## src/rtl/press_sequence_capture.sv

```systemverilog
// Debounced 8-button press recorder: captures up to 16 button indices per round.
// Optional idle timeout ends a round early when built with INPUT_TIMEOUT_EN.
module press_sequence_capture #(
   parameter int unsigned DEBOUNCE_CYCLES = 4,
   parameter int unsigned TIMEOUT_CYCLES  = 1000000
) (
   input  logic        clk_1,
   input  logic        rst,
   input  logic        enable,
   input  logic [2:0]  level,
   input  logic [7:0]  btn,
   output logic [47:0] seq,
   output logic [4:0]  count,
   output logic        done,
   output logic        multi_err,
   output logic        timeout
);

   localparam int unsigned N_BTN  = 8;
   localparam int unsigned IDX_W  = 3;
   localparam int unsigned N_SLOT = 16;
   localparam int unsigned CNT_W  = 5;
   localparam int unsigned DB_W   = 4;
   localparam int unsigned SEQ_W  = N_SLOT * IDX_W;

   // Elaboration-time parameter range checks
   if (DEBOUNCE_CYCLES < 1 || DEBOUNCE_CYCLES > 15) begin : g_bad_debounce
      $error("DEBOUNCE_CYCLES must be 1..15");
   end
   if (TIMEOUT_CYCLES < 1) begin : g_bad_timeout
      $error("TIMEOUT_CYCLES must be at least 1");
   end

   typedef enum logic [1:0] {IDLE, ARM, CAPTURE, DONE} state_t;

   logic [N_BTN-1:0] sync1, sync2, deb, deb_d;
   logic [DB_W-1:0]  db_cnt [N_BTN];

   state_t           state, state_nxt;
   logic [CNT_W-1:0] target, target_nxt;
   logic [SEQ_W-1:0] seq_nxt;
   logic [CNT_W-1:0] count_nxt;
   logic             done_nxt, multi_err_nxt;

   logic [N_BTN-1:0] press_c;
   logic             multi_c, single_c, onehot_c;
   logic [IDX_W-1:0] idx_c;
   logic [CNT_W-1:0] target_c;

   // Two-flop synchronizer followed by per-button stable-sample debounce
   always_ff @(posedge clk_1 or negedge rst) begin
      if (!rst) begin
         sync1 <= '0;
         sync2 <= '0;
         deb   <= '0;
         deb_d <= '0;
         for (int i = 0; i < N_BTN; i++) db_cnt[i] <= '0;
      end else begin
         sync1 <= btn;
         sync2 <= sync1;
         deb_d <= deb;
         for (int i = 0; i < N_BTN; i++) begin
            if (sync2[i] != deb[i]) begin
               if (db_cnt[i] == DB_W'(DEBOUNCE_CYCLES - 1)) begin
                  deb[i]    <= ~deb[i];
                  db_cnt[i] <= '0;
               end else begin
                  db_cnt[i] <= db_cnt[i] + DB_W'(1);
               end
            end else begin
               db_cnt[i] <= '0;
            end
         end
      end
   end

   // Press events are debounced rising edges only
   always_comb begin
      press_c  = deb & ~deb_d;
      multi_c  = |(press_c & (press_c - N_BTN'(1)));
      single_c = (|press_c) & ~multi_c;
      idx_c    = '0;
      for (int i = 0; i < N_BTN; i++) begin
         if (press_c[i]) idx_c = IDX_W'(i);
      end
      onehot_c = (level == 3'b001) || (level == 3'b010) || (level == 3'b100);
      case (level)
         3'b010:  target_c = CNT_W'(12);
         3'b100:  target_c = CNT_W'(16);
         default: target_c = CNT_W'(8);
      endcase
   end

`ifdef INPUT_TIMEOUT_EN
   localparam int unsigned TMO_W = $clog2(TIMEOUT_CYCLES + 1);
   logic [TMO_W-1:0] idle_cnt, idle_cnt_nxt;
   logic             timeout_nxt;
`endif

   // Next-state and datapath update
   always_comb begin
      state_nxt     = state;
      target_nxt    = target;
      seq_nxt       = seq;
      count_nxt     = count;
      done_nxt      = 1'b0;
      multi_err_nxt = 1'b0;
`ifdef INPUT_TIMEOUT_EN
      idle_cnt_nxt  = idle_cnt;
      timeout_nxt   = 1'b0;
`endif
      case (state)
         IDLE: begin
            if (enable && onehot_c) begin
               state_nxt  = ARM;
               target_nxt = target_c;
               seq_nxt    = '0;
               count_nxt  = '0;
            end
         end
         ARM: begin
            if (!enable) begin
               state_nxt = IDLE;
            end else if (deb == '0) begin
               state_nxt = CAPTURE;
`ifdef INPUT_TIMEOUT_EN
               idle_cnt_nxt = '0;
`endif
            end
         end
         CAPTURE: begin
            if (!enable) begin
               state_nxt = IDLE;
            end else begin
               if (multi_c) multi_err_nxt = 1'b1;
               if (single_c) begin
                  for (int k = 0; k < N_SLOT; k++) begin
                     if (count[3:0] == 4'(k)) seq_nxt[IDX_W*k +: IDX_W] = idx_c;
                  end
                  count_nxt = count + CNT_W'(1);
`ifdef INPUT_TIMEOUT_EN
                  idle_cnt_nxt = '0;
`endif
                  if (count_nxt == target) begin
                     state_nxt = DONE;
                     done_nxt  = 1'b1;
                  end
               end
`ifdef INPUT_TIMEOUT_EN
               else if (idle_cnt == TMO_W'(TIMEOUT_CYCLES - 1)) begin
                  state_nxt   = DONE;
                  done_nxt    = 1'b1;
                  timeout_nxt = 1'b1;
               end else begin
                  idle_cnt_nxt = idle_cnt + TMO_W'(1);
               end
`endif
            end
         end
         DONE: begin
            if (!enable) begin
               state_nxt = IDLE;
            end else begin
               done_nxt = 1'b1;
`ifdef INPUT_TIMEOUT_EN
               timeout_nxt = timeout;
`endif
            end
         end
         default: state_nxt = IDLE;
      endcase
   end

   always_ff @(posedge clk_1 or negedge rst) begin
      if (!rst) begin
         state     <= IDLE;
         target    <= '0;
         seq       <= '0;
         count     <= '0;
         done      <= 1'b0;
         multi_err <= 1'b0;
      end else begin
         state     <= state_nxt;
         target    <= target_nxt;
         seq       <= seq_nxt;
         count     <= count_nxt;
         done      <= done_nxt;
         multi_err <= multi_err_nxt;
      end
   end

`ifdef INPUT_TIMEOUT_EN
   always_ff @(posedge clk_1 or negedge rst) begin
      if (!rst) begin
         idle_cnt <= '0;
         timeout  <= 1'b0;
      end else begin
         idle_cnt <= idle_cnt_nxt;
         timeout  <= timeout_nxt;
      end
   end
`else
   assign timeout = 1'b0;
`endif

endmodule

```

## config.mk

```make
export PLATFORM = sky130hd
export DESIGN_NAME = press_sequence_capture
export DESIGN_NICKNAME = d
export VERILOG_FILES = /design/src/rtl/press_sequence_capture.sv
export SDC_FILE = /design/constraint.sdc
export NUM_CORES = 1
export LEC_CHECK = 0
export CAP_MARGIN = 5
export CORE_MARGIN = 5
export CORE_UTILIZATION = 55
export CTS_BUF_LIST = sky130_fd_sc_hd__clkbuf_16
export DETAILED_ROUTE_END_ITERATION = 8
export GPL_ROUTABILITY_DRIVEN = 0
export PLACE_DENSITY_LB_ADDON = 0.2
export SYNTH_ARGS = -nofsm -noshare
export SYNTH_HDL_FRONTEND = slang
export SYNTH_SLANG_ARGS = --single-unit
```

## constraint.sdc

```tcl
create_clock -name clk_1 -period 2.3 [get_ports clk_1]
set_clock_uncertainty 0.05 [all_clocks]
set_input_delay 0.46 -clock clk_1 [delete_from_list [all_inputs] [get_ports clk_1]]
set_output_delay 0.46 -clock clk_1 [all_outputs]
set_load 0.005 [all_outputs]
```

==> results of run 1 <==
## stage by stage
| stage | instances | total power (uW) |
|---|---|---|
| 2_1_floorplan | 469 | 5280 |
| 3_3_place_gp | 690 | 6430 |
| 3_5_place_dp | 690 | 6580 |
| 4_1_cts | 721 | 9090 |
| 5_1_grt | 729 | 9920 |
| 6_report | 729 | 9390 |
## registers in the layout (all words and copies together), names as in the netlist
| name | flops |
|---|---|
| target | 3 |
| done | 1 |
| multi_err | 1 |
| deb_d | 8 |
| seq | 48 |
| deb | 8 |
| count | 5 |
| sync2 | 8 |
| sync1 | 8 |
| state | 2 |
| db_cnt | 32 |
## layout make-up
| class | count | area, um2 | share of cell area [%] |
|---|---|---|---|
| clock buffer | 17 | 425 | 5.92 |
| clock inverter | 13 | 111 | 1.55 |
| inverter | 5 | 18.8 | 0.261 |
| multi-input combinational | 319 | 2280 | 31.8 |
| sequential | 124 | 3100 | 43.2 |
| tap | 133 | 166 | 2.31 |
| timing repair buffer | 118 | 1080 | 15.0 |
## metal layers
metal | global-route usage, % | up-vias | wire length [um]
met1 | 31.3 | 2066 | 5690
met2 | 37.0 | 155 | 6380
li1 | - | 1948 | -
met4 | 9.80 | 0 | 225
met3 | 5.94 | 20 | 769
met5 | 0 | - | 0
## kinds of logic (layout without fill, tap and decap cells)
logic type,count (synthesis),after routing
mux,16,16
fa+ha+maj,12,12
flops,124,124
buf+inv,26,153
simple gates,169,169
compound gates,102,102
other cells,1,1
xor+xnor,19,19
## layout by cell type, fill, tap and decap left out, types with 4 or more instances in the layout
master and instances:
nand2_1 42, a31oi_1 6, clkdlybuf4s50_1 67, ha_1 12
nand3_1 17, nand4_1 7, nor2b_1 14, a32o_1 5
a22o_1 25, a21oi_1 15, xnor2_1 9, a22oi_1 7
nor3_2 4, buf_4 48, nand2b_1 13, o31a_1 6
inv_1 7, nand3b_1 9, clkbuf_16 17, nor2_1 19
nor3_1 12, mux2_2 14, nor3b_1 8, dfrtp_1 124
clkinv_2 5, xor2_1 10, o21a_1 6
## power groups by stage
| stage | Sequential [uW] | Combinational, uW | Clock (uW) |
|---|---|---|---|
| 4_1_cts | 3130 | 3500 | 2470 |
| 3_5_place_dp | 3150 | 3430 | 0 |
| 2_1_floorplan | 3120 | 2160 | 0 |
| 5_1_grt | 3200 | 4130 | 2580 |
| 6_report | 3120 | 3820 | 2450 |
| 3_3_place_gp | 3120 | 3310 | 0 |
## how the worst max path moves through the flow
stage	start	end	slack [ps]	depth (start not counted)
floorplan	level[0]	seq[0]	200	8
global placement	level[2]	seq[4]	-330	7
detailed placement	level[2]	seq[32]	-380	7
CTS	level[2]	seq[32]	30	7
global route	level[2]	seq[32]	-30	7
finish	level[2]	seq[32]	20	7
## critical path: cells and delay by family
kind / cells / cell delay (ps)
and+or+nand+nor: 3 / 900
buffers and inverters: 1 / 470
muxes: 1 / 350
AOI/OAI and AO/OA: 2 / 340
## what timing repair did
action	in CTS	in global routing
buffers inserted	0	8
setup endpoints to repair	1	44
cloned	0	0
hold buffers	1	0
gates resized for setup	1	5
endpoints found under the hold margin	33	0
pin swaps	0	2
==> impl_summary.md, run 1 <==
Yosys
The synthesized netlist contains 65 unique library cells. The adder-cell share of the synthesized area is 2.73%. The dominant cell type by area after synthesis is dfrtp_1. Of all flip-flops after synthesis, the portion carrying an async set or reset was 100%.

The compound-cell area share of the yosys netlist is 14.7%. The Yosys warning count is 0. The combinational family with the most area after synthesis is simple AND/OR/NAND/NOR gates.

The library cell with the highest instance count after synthesis is dfrtp_1. The sequential fraction of the synthesis area is 56.4%. The flip-flop and latch count after synthesis is 124. The parity-gate share of the synthesized area counting xor and xnor cells is 3.02%. The mux share of post-synthesis cell area is 3.23%. The share of the synthesized area in the top cell type is 56.4%. Synthesis handed over a netlist of 469 instances. Yosys attributes the largest share of cell area to dfrtp_1 (56%), a22o_1 (4.0%), mux2_2 (2.9%). Among all flip-flop cells after synthesis, the most frequent one is dfrtp_1. The number of nets produced by synthesis is 495. In this run, synthesis inferred 0 flip-flops with an integrated enable. The area fraction in and, or, nand and nor cells after synthesis is 17.3%. A synthesized cell averages 11.7 um2. The post-synthesis cell area is 0.00550 mm2. Counting instances in the post-synthesis netlist gives the leading cell types as dfrtp_1 (124), nand2_1 (42), a22o_1 (25).

Route
The post-detailed-route wirelength per cell is 17.9 um. The total vias in the final route is 4189. Using the TritonRoute via totals, the vias-per-cell ratio works out to 5.75. The number of optimization iterations in the first detailed-route pass is 5. For this run, design rule violations remaining after detail routing come to 0. The final routed wirelength across all metal layers is 13.1 mm. The count of nets left with antenna violations after detail routing is 0. The number of DRC markers in iteration 0 is 182.

Cells and area
The post-layout utilization of the core is 73.6%. The repair_antennas step left the layout with diodes totalling 0. The layout has 675 filler cells.

Cells with a size suffix above 1 make up 18.6% of the layout. The total number of nets in the final design is 611. With fillers left out, the area of the finished cells amounts to 0.00719 mm2. The layout overhead on the synthesized area is 30.7%.

STA
Setup violations remaining at the end of the flow were counted as 0. The tightest hold margin is 299 ps. The number of hold violations in the final report is 0. The highest achievable clock rate is 439 MHz. The actual slew at the worst max-slew pin is 535 ps. Setup repair after global routing could not meet its margin everywhere.

The worst-case headroom to the max-slew limit is 64.2%. The final number of max-transition violations is 0. The final cycle utilization of the critical path is 99.0%. The worst path needs 2280 ps of the cycle, external delays included. In the final timing run, aggregate negative setup slack is 0 ps. Once routing completed, OpenROAD measured the worst setup slack at 22.9 ps.

Worst hold path
The class of the most critical hold timing path is flip-flop to flip-flop. The startpoint identified for the worst hold timing path is sync1[7]. The path with the worst hold slack has its endpoint at sync2[7].

The worst hold path was traced through 0 stages.

CTS
The number of CTS-inserted buffers is 17. After clock tree synthesis, the clock-pin slew on the worst setup and hold paths is 50 ps. In this run the deepest clock path goes through 2 buffers.

Clock latency on the worst-skew pair, taken at its later pin, is 410 ps. Clock tree synthesis selected as its root buffer the cell clkbuf_16. TritonCTS built the clock tree. The clock sink total is 124. The H-tree was split into 4 levels.

Setup path
The critical path is of the input port to flip-flop type. The worst register-to-register path has a depth of 7. The worst register-to-register path ends at seq[20]. The worst setup path is launched from an input port. The required time at the worst-slack endpoint is 2540 ps.

Setup slack on the worst reg-to-reg path comes out at 120 ps. The slowest stage of the critical path is the clkdlybuf4s50_1 cell. The critical path goes through clkdlybuf4s50_1, or3b_2, o21ai_0, o21a_1, nand2_2, nand2_1, mux2_2. Of all nets on the critical path, the largest fanout is 17.

In this run the critical register-to-register path is launched from deb[0]. The maximum cell stage delay along the critical path is 470 ps. STA classifies the critical path endpoint as a flip-flop. The endpoint arrival time on the critical path is 2520 ps.

Pwr
Registers are responsible for 33.3% of the overall power. In this run the power density over the cells is 1310 mW/mm2. The switching part of the total is 34.2%. In this run, the combinational gates consume 40.7% of the power. IR analysis of the VDD net gives a maximum drop of 0.786 mV. The switching power total is 3210 uW. The share of total power dissipated in the clock network is 26.1%. The internal power component is 6180 uW. The analysis attributes to cell leakage a power of 0.00319 uW.

Floorplanning
Measured along the x axis, the die boundary spans 110 um. The area of the core is 0.00977 mm2. The number of rows created at floorplan is 36.

The area enclosed by the die boundary is 0.0121 mm2. For this configuration, the core starts out at a cell density of 56.3%. The vertical die dimension is 110 um.

The top-level port count is 70.

Placed design
The count of input and output buffers is 68. Once placement finished, the instance area stood at 0.00656 mm2. The post-placement worst setup slack is -384 ps. The half-perimeter wire length of the detailed placement result is 8.96 mm.

Outcome
The run finished with clean final reports.

Job
The max-cap violation count is 0.

GRT
The first global-routing pass estimated 21.9 mm of wire. The via count of the first global-routing pass is 4456. Global routing consumed, over all layers together, 23.6% of the routing resources. The number of antenna violations at the first check in global routing is 0. After global routing the overflow that remains totals 0. The maximum number of pins on one net before global-route repair is 47.
(Power assumes the default switching activity.)
==> run 2, diff against run 1 <==
- SLEW_MARGIN: not set -> 10
==> results of run 2 <==
The final DEF is identical to that of run 1; final timing and power are the same.
